**src/rtl/ssd_pkg.sv**
```systemverilog
// Shared definitions for the seven-segment scan decoder: segment codes and defaults.
// Segment lines are active-low (0 lights a segment); bit 0 is segment a through bit 6 segment g.
package ssd_pkg;

   localparam int SSD_NDIG = 4;

   localparam logic [6:0] SSD_0     = 7'h40;
   localparam logic [6:0] SSD_1     = 7'h79;
   localparam logic [6:0] SSD_2     = 7'h24;
   localparam logic [6:0] SSD_3     = 7'h30;
   localparam logic [6:0] SSD_4     = 7'h19;
   localparam logic [6:0] SSD_5     = 7'h12;
   localparam logic [6:0] SSD_6     = 7'h02;
   localparam logic [6:0] SSD_7     = 7'h78;
   localparam logic [6:0] SSD_8     = 7'h00;
   localparam logic [6:0] SSD_9     = 7'h10;
   localparam logic [6:0] SSD_A     = 7'h08;
   localparam logic [6:0] SSD_B     = 7'h03;
   localparam logic [6:0] SSD_C     = 7'h46;
   localparam logic [6:0] SSD_D     = 7'h21;
   localparam logic [6:0] SSD_E     = 7'h06;
   localparam logic [6:0] SSD_F     = 7'h0E;
   localparam logic [6:0] SSD_BLANK = 7'h7F;

endpackage

```
**src/rtl/ssd2hex.sv**
```systemverilog
// Combinational segment-pattern to nibble decoder; flags legal codes and the all-off blank.
module ssd2hex
   import ssd_pkg::*;
(
   input  logic [6:0] seg_n,
   output logic [3:0] nibble,
   output logic       hit,
   output logic       blank
);

   always_comb begin
      nibble = 4'h0;
      hit    = 1'b1;
      blank  = 1'b0;
      case (seg_n)
         SSD_0:     nibble = 4'h0;
         SSD_1:     nibble = 4'h1;
         SSD_2:     nibble = 4'h2;
         SSD_3:     nibble = 4'h3;
         SSD_4:     nibble = 4'h4;
         SSD_5:     nibble = 4'h5;
         SSD_6:     nibble = 4'h6;
         SSD_7:     nibble = 4'h7;
         SSD_8:     nibble = 4'h8;
         SSD_9:     nibble = 4'h9;
         SSD_A:     nibble = 4'hA;
         SSD_B:     nibble = 4'hB;
         SSD_C:     nibble = 4'hC;
         SSD_D:     nibble = 4'hD;
         SSD_E:     nibble = 4'hE;
         SSD_F:     nibble = 4'hF;
         SSD_BLANK: begin
            hit   = 1'b0;
            blank = 1'b1;
         end
         default:   hit = 1'b0;
      endcase
   end

endmodule

```
**src/rtl/ssd_scan_decoder.sv**
```systemverilog
// Reader for a multiplexed seven-segment bus: synchronizes, filters for stability,
// decodes each digit and reports per-digit values, frame completion and code errors.
module ssd_scan_decoder
   import ssd_pkg::*;
#(
   parameter int NDIG          = SSD_NDIG,
   parameter int STABLE_CYCLES = 4
) (
   input  logic              clk,
   input  logic              rst_n,
   input  logic              clr,
   input  logic [6:0]        seg_n,
   input  logic [NDIG-1:0]   dig_sel,
   output logic [4*NDIG-1:0] hex_out,
   output logic [NDIG-1:0]   dig_valid,
   output logic              frame_valid,
   output logic              code_err
);

   localparam int            CW   = $clog2(STABLE_CYCLES);
   localparam logic [CW-1:0] LAST = CW'(STABLE_CYCLES - 1);

   logic [6:0]        seg_p0, seg_p1;
   logic [NDIG-1:0]   dig_p0, dig_p1;
   logic [CW-1:0]     cnt_p2;
   logic              acc_p2;
   logic [NDIG-1:0]   seen;

   logic [3:0]        nib;
   logic              hit, blank;
   logic              changed, accept, sel_one, sel_multi;
   logic [4*NDIG-1:0] hex_nxt;
   logic [NDIG-1:0]   dv_nxt, seen_nxt;
   logic              err_nxt;

   ssd2hex u_dec (
      .seg_n  (seg_p1),
      .nibble (nib),
      .hit    (hit),
      .blank  (blank)
   );

   // Stage p2: stability decision and slot update from sample S (seg_p1/dig_p1)
   always_comb begin
      changed   = (seg_p0 != seg_p1) || (dig_p0 != dig_p1);
      accept    = (cnt_p2 == LAST) && !acc_p2;
      sel_one   = $onehot(dig_p1);
      sel_multi = (dig_p1 != '0) && !sel_one;

      hex_nxt  = hex_out;
      dv_nxt   = dig_valid;
      seen_nxt = (seen == '1) ? '0 : seen;
      err_nxt  = code_err;

      if (accept) begin
         if (sel_multi) begin
            err_nxt = 1'b1;
         end else if (sel_one) begin
            if (!hit && !blank) err_nxt = 1'b1;
            for (int i = 0; i < NDIG; i++) begin
               if (dig_p1[i]) begin
                  seen_nxt[i] = 1'b1;
                  if (hit) begin
                     hex_nxt[4*i +: 4] = nib;
                     dv_nxt[i]         = 1'b1;
                  end else if (blank) begin
                     dv_nxt[i] = 1'b0;
                  end
               end
            end
         end
      end

      // A clear discards the same-cycle accept entirely
      if (clr) begin
         hex_nxt  = hex_out;
         dv_nxt   = '0;
         seen_nxt = '0;
         err_nxt  = 1'b0;
      end
   end

   always_ff @(posedge clk or negedge rst_n) begin
      if (!rst_n) begin
         seg_p0      <= SSD_BLANK;
         seg_p1      <= SSD_BLANK;
         dig_p0      <= '0;
         dig_p1      <= '0;
         cnt_p2      <= '0;
         acc_p2      <= 1'b0;
         seen        <= '0;
         hex_out     <= '0;
         dig_valid   <= '0;
         frame_valid <= 1'b0;
         code_err    <= 1'b0;
      end else begin
         // Stages p0/p1: two-flop synchronizer
         seg_p0 <= seg_n;
         seg_p1 <= seg_p0;
         dig_p0 <= dig_sel;
         dig_p1 <= dig_p0;

         // The flag keeps a saturated run from being accepted twice
         if (changed) begin
            cnt_p2 <= '0;
            acc_p2 <= 1'b0;
         end else begin
            if (cnt_p2 != LAST) cnt_p2 <= cnt_p2 + 1'b1;
            if (accept) acc_p2 <= 1'b1;
         end

         frame_valid <= (seen == '1);
         seen        <= seen_nxt;
         hex_out     <= hex_nxt;
         dig_valid   <= dv_nxt;
         code_err    <= err_nxt;
      end
   end

endmodule
```
**config.mk**
```make
export PLATFORM = sky130hd
export DESIGN_NAME = ssd_scan_decoder
export DESIGN_NICKNAME = d
export VERILOG_FILES = /design/src/rtl/ssd_pkg.sv /design/src/rtl/ssd2hex.sv /design/src/rtl/ssd_scan_decoder.sv
export SDC_FILE = /design/constraint.sdc
export NUM_CORES = 1
export LEC_CHECK = 0
export ABC_AREA = 1
export ABC_CLOCK_PERIOD_IN_PS = 2200
export CAP_MARGIN = 20
export CORE_MARGIN = 2
export CORE_UTILIZATION = 35
export DETAILED_ROUTE_END_ITERATION = 8
export PLACE_DENSITY_LB_ADDON = 0.08
export SYNTH_ARGS = -nofsm -noshare
export SYNTH_HDL_FRONTEND = slang
export SYNTH_SLANG_ARGS = --single-unit
```
**constraint.sdc**
```tcl
create_clock -name clk -period 2.2 [get_ports clk]
set_input_delay 0.44 -clock clk [delete_from_list [all_inputs] [get_ports clk]]
set_output_delay 0.44 -clock clk [all_outputs]
set_load 0.1 [all_outputs]
```
Word level (Yosys, flattened, before mapping)
Index checks and enable logic that the tools add are counted.
Operators by class
  add/sub/neg operators: 4
  multipliers: 0
  divide/modulo/power cells: 0
  order comparisons: 0
  eq/ne operators: 23
  shift operators: 0
  mux-type cells: 31
  bitwise logic cells: 2
  reductions and logical operators: 31
Operators with widths (count)
  one-hot mux 4 bit (15 select lines): 1
  two-way mux 4 bit: 9
  == test 7 bit (second input constant): 5
  AND reduction 6 bit: 4
  == test 7 x 5 -> 1 bit (second input constant): 3
  == test 7 x 6 -> 1 bit (second input constant): 3
  AND reduction 5 bit: 4
  two-way mux 1 bit: 19
  nonzero test 2 bit: 8
  OR reduction 16 bit: 1
  == test 7 x 2 -> 1 bit (second input constant): 2
  == test 7 x 4 -> 1 bit (second input constant): 2
  nonzero test 3 bit: 3
  == test 7 x 3 -> 1 bit (second input constant): 1
  zero test 7 bit: 1
  inequality test 7 bit: 1
  adder 1 x 1 -> 2 bit: 2
  == test 4 bit (second input constant): 1
  zero test 1 bit: 4
  two-way mux 2 bit: 2
  inequality test 2 bit (second input constant): 2
  inequality test 4 bit: 1
  nonzero test 4 bit: 1
  adder 2 x 2 -> 3 bit: 1
  7 further kinds: 10
Storage, ports and cells
  register bits: 51
  bits in latches: 0
  RAM bits: 0
  ROM bits: 0
  input port bits: 14
  output and inout bits: 22
  logic and storage cells: 108
  memories: 0

Logic depth before layout (Yosys ltp)
Gate-level depths: netlist (run 1).
  depth after elaboration: 10
  mapped depth: 13
  depth with buffers taken out: 13

Cells and area by module
A second synthesis (run 1) with hierarchy kept.
Unflattened totals
  cell total of the unflattened synthesis: 282
  area, all modules: 2443.6 um^2
By module, submodules not included
  ssd_scan_decoder: times used 1, cells each 205, area each 2102.0 um^2, seq. area each 1293.7 um^2
  ssd2hex: times used 1, cells each 77, area each 341.6 um^2, seq. area each 0.0 um^2

Least setup slack after synthesis (run 1)
No wires, ideal clock.
  path kind: register -> register
  start point: reg dig_p1[0]
  end point: reg hex_out[1]
  setup time: 0.133 ns
  arrival time: 2.320 ns
  required time: 2.067 ns
  path slack: -0.253 ns
  stages on the path, launching flop included: 14
  buffers on the path: 0
  clock period less this slack: 2.453 ns
  path through: dfrtp_1 > inv_1 > fa_1 > inv_1 > ha_1 > ha_1 > nor2_1 > nand2_1 > inv_1 > nand2_1 > nor3_1 > nand2_4 > nand2_1 > o21ai_0
On the way
  word-level cells in the longest chain between the ends: 7
  elaborated cells between the ends (all ways): 8
  those cells by class: add/sub (2); eq/ne (1); bitwise (1); reduce/logical (4)
RTL lines
  start: declaration: RTL line ssd_scan_decoder.sv:24  | logic [NDIG-1:0] dig_p0, dig_p1;
  start signal: assignment: RTL line ssd_scan_decoder.sv:101  | dig_p1 <= dig_p0;
  adder 1 x 1 -> 2 bit (not written as such): RTL line ssd_scan_decoder.sv:47  | sel_one = $onehot(dig_p1);
  adder 2 x 2 -> 3 bit (not written as such): RTL line ssd_scan_decoder.sv:47
  == test 3 x 1 -> 1 bit: RTL line ssd_scan_decoder.sv:47
  zero test 1 bit: RTL line ssd_scan_decoder.sv:48  | sel_multi = (dig_p1 != '0) && !sel_one;
  logical AND 1 bit: RTL line ssd_scan_decoder.sv:48
  NOT 1 bit (no source line)
  AND reduction 6 bit (no source line) (*)
  end signal: assignment: RTL line ssd_scan_decoder.sv:114  | hex_out <= hex_nxt;
  end: declaration: RTL line ssd_scan_decoder.sv:14  | output logic [4*NDIG-1:0] hex_out,
Every way passes the cells marked *; elsewhere a longest branch is shown, timed or not.
A chain may end at the register's enable or synchronous reset.

Worst setup path in the final report (run 1)
  start point: reg dig_p1[3]
  end point: reg hex_out[4]
Same word-level chain as after synthesis.

==> flow_metrics.env, run 1 <==
export IMPL_outcome="finished with violations"
export IMPL_failed_checks="negative setup slack"
export IMPL_drt_iter0_markers=32
export IMPL_cts_buffers=5
export IMPL_p_total_mw=1.77
export IMPL_cpMostUsedCell="nand2_4"
export IMPL_cp_startpoint="dig_p1[3]$_DFF_PN0_"
export IMPL_max_cap_violations=0
export IMPL_p_int_mw=1.32
export IMPL_clk_pin_slew_ns=0.10
export IMPL_fin_ws_ns=-0.0538
export IMPL_grt_overflow_total=0
export IMPL_clkPwrFrac=0.323
export IMPL_holdBufCountCts=0
export IMPL_setup_viol=10
export IMPL_place_congestion=0.795
export IMPL_required_ns=2.39
export IMPL_layout_drive_gt1_share=0.366
export IMPL_clockBufferDepth=2
export IMPL_vias=1861
export IMPL_crit_chain="inv_2 > fa_1 > inv_1 > ha_2 > ha_4 > nor2_4 > nand2_4 > inv_4 > nand2_4 > nor3_4 > nand2_4 > nand2_1 > o21ai_1"
export IMPL_p_seq_frac=0.558
export IMPL_ant_nets=0
export IMPL_placed_cells=382
export IMPL_rr_startpoint="dig_p1[3]$_DFF_PN0_"
export IMPL_slowest_stage="fa_1"
export IMPL_slowest_delay_ns=0.52
export IMPL_netlist_instances=253
export IMPL_swShare=0.258
export IMPL_clock_skew_ns=0.00727
export IMPL_hold_viol=0
export IMPL_yosys_top_cells_count="nand2_1, dfrtp_1, inv_1"
export IMPL_dp_slack_ns=-0.148
export IMPL_slew_headroom=0.685
export IMPL_synth_top_cell_by_area="dfrtp_1"
export IMPL_max_freq_mhz=444
export IMPL_start_util=0.357
export IMPL_leakage_nw=1.55
export IMPL_synth_nets=272
export IMPL_grt_max_degree=34
export IMPL_hold_path_class="in -> async"
export IMPL_fin_crit_ns=2.25
export IMPL_final_nets=335
export IMPL_regArea_um2=1290
export IMPL_synthDistinctLibCells=31
export IMPL_antenna_found_initial=0
export IMPL_worstSkewPairLatency_ns=0.30
export IMPL_cp_arrival_ns=2.44
export IMPL_post_synth_top_count_cell="nand2_1"
export IMPL_route_detailed_drc=0
export IMPL_rsz0062_at_grt="true"
export IMPL_dr_pass1_iters=4
export IMPL_post_route_util=0.473
export IMPL_syn_area_um2=2390
export IMPL_p_switching_uw=457
export IMPL_ioPinCount=36
export IMPL_std_cell_rows=30
export IMPL_crit_type="reg -> reg"
export IMPL_multi_input_area_um2=1100
export IMPL_place_hpwl_um=3580
export IMPL_path_max_fanout=5
export IMPL_grt_pass1_wl_um=8470
export IMPL_grt_usage=0.144
export IMPL_final_cell_count_no_fill=397
export IMPL_htreeDepth=2
export IMPL_fin_crit_sh=1.02
export IMPL_ys_seq_elements=51
export IMPL_fillers=684
export IMPL_netlist_area_leader_share=0.388
export IMPL_async_flop_share=1.00
export IMPL_cts_sinks=51
export IMPL_slew_viol_final=0
export IMPL_yosys_most_used_dff="dfrtp_1"
export IMPL_first_global_vias=1798
export IMPL_combPwrFrac=0.118
export IMPL_io_buffer_count=35
export IMPL_peakVddDrop_mv=0.215
export IMPL_seq_area_frac_synth=0.542
export IMPL_critPathCaptureType="flop"
export IMPL_ys_warn_count=0
export IMPL_root_buffer="clkbuf_8"
export IMPL_worstSetupStartpointType="flop"
export IMPL_die_w_um=86.6
export IMPL_synth_edf_count=0
export IMPL_die_area_um2=7490
export IMPL_avgRoutedWirePerCell_um=12.4
export IMPL_power_density_nw_per_um2=561
export IMPL_via_per_inst=4.69
export IMPL_die_h_um=86.6
export IMPL_diodes=0
export IMPL_core_region_area_um2=6680
export IMPL_cts_tree="yes"
export IMPL_synthTopCellsByArea="dfrtp_1, dfstp_2, nand2_1, inv_1, nand3_1"
export IMPL_routed_wl_um=4920
export IMPL_syn_avg_cell_area_um2=9.43
export IMPL_worst_pin_slew_ns=0.473
export IMPL_syn_to_final_growth_pct=32.5
-- final cells by class --
type / instances / share of cell area
Clock inverter: 2 / 0.00514
Multi-Input combinational cell: 173 / 0.347
Clock buffer: 6 / 0.0261
Sequential cell: 51 / 0.409
Inverter: 30 / 0.0372
Timing Repair Buffer: 55 / 0.143
Tap cell: 80 / 0.0317
-- cells by family (layout without fill, tap and decap cells) --
group | after synthesis | in the layout | share of synthesized area
buffers and inverters | 32 | 93 | 0.0514
adders and majority gates | 5 | 5 | 0.0294
and+or+nand+nor | 131 | 134 | 0.287
DFF | 51 | 51 | 0.542
AOI/OAI and AO/OA | 26 | 26 | 0.0608
xor gates and xnor gates | 8 | 8 | 0.0294
-- sequential cells by signal, indices dropped and copies added (netlist names) --
signal and cells:
hex_out 16, seg_p0 7, seg_p1 7, dig_p0 4, dig_p1 4, dig_valid 4, seen 4, cnt_p2 2
acc_p2 1, code_err 1, frame_valid 1
-- per-layer routing --
metal / GRT usage / routed length [um]
met5: 0 / 0
met4: 0.0511 / 97
met3: 0.0324 / 206
met2: 0.237 / 2360
met1: 0.187 / 2250
-- through the flow --
| step | TNS, ns | instance area [um2] | hold WS (ns) |
|---|---|---|---|
| after CTS | -0.189 | 3130 | 0.0884 |
| after global routing | -2.90 | 3160 | 0.102 |
| after floorplan | -0.845 | 2430 | 0.144 |
| after detailed placement | -1.62 | 2940 | 0.363 |
| final | -0.327 | 3160 | 0.0757 |
| after global placement | -1.10 | 2940 | 0.363 |
-- worst paths after layout --
path / end / slack, ns / cells past startpoint
worst max-delay path: hex_out[4]$_DFFE_PN0P_ / -0.05 / 13
worst min-delay path: seen[2]$_DFF_PN0_ / 0.08 / 1
worst max register to register: hex_out[4]$_DFFE_PN0P_ / -0.05 / 13
worst min register to register: seg_p1[3]$_DFF_PN1_ / 0.37 / 0
max in group asynchronous: seg_p0[2]$_DFF_PN1_ / 1.51 / 2
min in group clk: seg_p1[3]$_DFF_PN1_ / 0.37 / 0
-- power groups by stage --
stage | sequential, mW | combinational, mW | clock (mW)
6_report | 0.990 | 0.210 | 0.573
3_3_place_gp | 1.01 | 0.185 | 0
3_5_place_dp | 1.01 | 0.187 | 0
2_1_floorplan | 1.00 | 0.102 | 0
5_1_grt | 0.994 | 0.236 | 0.640
4_1_cts | 0.991 | 0.211 | 0.606
-- cell usage in the layout (no fill, tap or decap), drive strengths merged, types with 2 or more instances in the layout --
cell | synthesis | layout
dfrtp | 37 | 37
xor2 | 7 | 7
nor3 | 6 | 6
nand4 | 5 | 5
nor2 | 31 | 31
a21oi | 5 | 5
nand2 | 64 | 65
buf | 2 | 43
dfstp | 14 | 14
nand3 | 20 | 22
or2 | 3 | 3
o21ai | 16 | 16
clkinv | 2 | 3
clkbuf | 0 | 6
ha | 4 | 4
clkdlybuf4s50 | 0 | 12
inv | 28 | 28
a31o | 2 | 2
o31ai | 3 | 3
-- worst max-delay path: cells and delay by family, from the launching register on --
family | cells | cell delay [ns]
DFF | 1 | 0.37
buffers and inverters | 3 | 0.16
adders and majority gates | 3 | 0.91
and+or+nand+nor | 6 | 0.63
AOI/OAI and AO/OA | 1 | 0.07
-- what timing repair did --
action / CTS / global route
pin swaps: 7 / 2
gates resized for setup: 12 / 5
gates cloned: 3 / 0
buffers inserted: 3 / 1
setup endpoints to repair: 20 / 24
Note: power is estimated with default switching activity, not from simulation.
==> run 2: changes to the inputs <==
CORE_ASPECT_RATIO = 1.2   (was not set)
CTS_BUF_LIST = sky130_fd_sc_hd__clkbuf_16   (was not set)
==> flow_metrics.env, run 2 (synthesis results as in run 1) <==
export IMPL_die_h_um=94.4
export IMPL_failed_checks="negative setup slack"
export IMPL_finalInstanceArea_um2=3310
export IMPL_max_freq_mhz=441
export IMPL_r2r_cells=13
export IMPL_largest_reg_flops=16
export IMPL_slew_viol_final=0
export IMPL_cp_arrival_ns=2.43
export IMPL_place_congestion=0.857
export IMPL_required_ns=2.36
export IMPL_dr_wl_met2_um=3010
export IMPL_drt_iter0_markers=86
export IMPL_p_total_mw=2.20
export IMPL_outcome="finished with violations"
export IMPL_diodes=0
export IMPL_critPathCaptureType="flop"
export IMPL_hold_viol=0
export IMPL_vias=1897
export IMPL_p_switching_uw=489
export IMPL_place_hpwl_um=3930
export IMPL_worst_pin_slew_ns=0.471
export IMPL_std_cell_rows=32
export IMPL_fin_ws_ns=-0.0656
export IMPL_syn_to_final_growth_pct=38.8
export IMPL_power_density_nw_per_um2=665
export IMPL_peakVddDrop_mv=0.401
export IMPL_cts_buffers=5
export IMPL_clock_skew_ns=0.0111
export IMPL_worstSkewPairLatency_ns=0.29
export IMPL_dr_pass1_iters=4
export IMPL_largest_register="hex_out"
export IMPL_final_common_cell="nand2_1"
export IMPL_ioPinCount=36
export IMPL_hold_path_class="in -> async"
export IMPL_cts_sinks=51
export IMPL_io_buffer_count=35
export IMPL_ant_nets=0
export IMPL_antenna_found_initial=0
export IMPL_start_util=0.366
export IMPL_p_int_mw=1.71
export IMPL_leakage_nw=1.60
export IMPL_die_w_um=79.4
export IMPL_setup_viol=20
export IMPL_clkPwrFrac=0.450
export IMPL_placed_area_um2=2920
export IMPL_max_cap_violations=0
export IMPL_layout_drive_gt1_share=0.393
export IMPL_grt_overflow_total=0
export IMPL_grt_usage=0.163
export IMPL_first_global_vias=1923
export IMPL_rsz0062_at_grt="true"
export IMPL_avgRoutedWirePerCell_um=13.7
export IMPL_placed_cells=385
export IMPL_regToRegEndpoint="hex_out[5]$_DFFE_PN0P_"
export IMPL_worstSetupStartpointType="flop"
export IMPL_p_seq_frac=0.450
export IMPL_via_per_inst=4.71
export IMPL_combPwrFrac=0.100
export IMPL_highest_layer="met4"
export IMPL_dp_slack_ns=-0.190
export IMPL_wl_met1_um=2250
export IMPL_path_max_fanout=5
export IMPL_clockBufferDepth=2
export IMPL_dr_wl_met3_um=158
export IMPL_slew_headroom=0.682
export IMPL_holdBufCountCts=0
export IMPL_final_cell_mix="nand2_1, buf_4, dfrtp_1, nor2_1, inv_1"
export IMPL_clk_pin_slew_ns=0.07
export IMPL_top_regs="hex_out: 16 flops, seg_p0: 7 flops, seg_p1: 7 flops"
export IMPL_fin_crit_ns=2.27
export IMPL_final_nets=336
export IMPL_grt_max_degree=26
export IMPL_regArea_um2=1290
export IMPL_core_region_area_um2=6530
export IMPL_cts_tree="yes"
export IMPL_rr_startpoint="dig_p1[3]$_DFF_PN0_"
export IMPL_swShare=0.222
export IMPL_crit_type="reg -> reg"
export IMPL_fin_crit_sh=1.03
export IMPL_final_cell_count_no_fill=403
export IMPL_htreeDepth=2
export IMPL_route_detailed_drc=0
export IMPL_rrSetupSlack_ns=-0.07
export IMPL_grt_pass1_wl_um=9340
export IMPL_multi_input_area_um2=1140
export IMPL_root_buffer="clkbuf_16"
export IMPL_routed_wl_um=5530
export IMPL_holdWs_ns=0.0190
export IMPL_fillers=634
export IMPL_die_area_um2=7500
==> run 2: timing repair <==
action,4_1_cts,5_1_grt
setup endpoints to repair,24,25
gates cloned,4,0
gates resized for setup,13,15
pin swaps,13,4
setup buffers,6,1
endpoints found under the hold margin,0,0
==> run 2: worst max-delay path: stages (launching register included) <==
cell and delay [ns]:
dfrtp_1 0.37, inv_2 0.05, fa_1 0.53, inv_1 0.04, ha_2 0.17, ha_4 0.22
nor2_4 0.09, nand2_4 0.09, inv_4 0.08, nand2_4 0.06, nor3_4 0.21, nand2_4 0.11
nand2_1 0.07, o21ai_1 0.06
==> run 2: worst max path at each step <==
| stage | startpoint | end | cells past startpoint |
|---|---|---|---|
| finish | dig_p1[3]$_DFF_PN0_ | hex_out[5]$_DFFE_PN0P_ | 13 |
| global route | dig_p1[3]$_DFF_PN0_ | hex_out[1]$_DFFE_PN0P_ | 13 |
| CTS | dig_p1[3]$_DFF_PN0_ | hex_out[1]$_DFFE_PN0P_ | 13 |
| detailed placement | dig_p1[3]$_DFF_PN0_ | hex_out[6]$_DFFE_PN0P_ | 13 |
| global placement | dig_p1[3]$_DFF_PN0_ | hex_out[13]$_DFFE_PN0P_ | 13 |
| floorplan | dig_p1[3]$_DFF_PN0_ | hex_out[0]$_DFFE_PN0P_ | 13 |
==> run 2: final cells by class <==
| cell class | count | share of cell area |
|---|---|---|
| multi-input cells | 174 | 0.345 |
| clock buffers | 5 | 0.0378 |
| repair buffers | 55 | 0.139 |
| flip-flops and latches | 51 | 0.391 |
| clock inverters | 3 | 0.0204 |
| well taps | 85 | 0.0321 |
| inverters | 30 | 0.0348 |
==> run 2: per-stage QoR <==
stage / utilization / setup TNS (ns)
4_1_cts: 0.498 / -0.997
3_5_place_dp: 0.448 / -2.92
3_3_place_gp: 0.448 / -2.04
5_1_grt: 0.507 / -3.91
2_1_floorplan: - / -0.845
6_report: 0.507 / -0.800
==> run 2: routing by layer <==
metal,up-vias,track usage
li1,947,-
met5,-,0
met2,28,0.287
met3,9,0.0306
met4,0,0.0618
met1,913,0.197
==> run 2: power groups by stage <==
stage	registers (mW)	clock network, mW	logic (mW)
2_1_floorplan	1.00	0	0.102
3_3_place_gp	1.01	0	0.180
3_5_place_dp	1.01	0	0.182
4_1_cts	0.992	1.02	0.205
5_1_grt	0.995	1.05	0.244
6_report	0.991	0.991	0.220
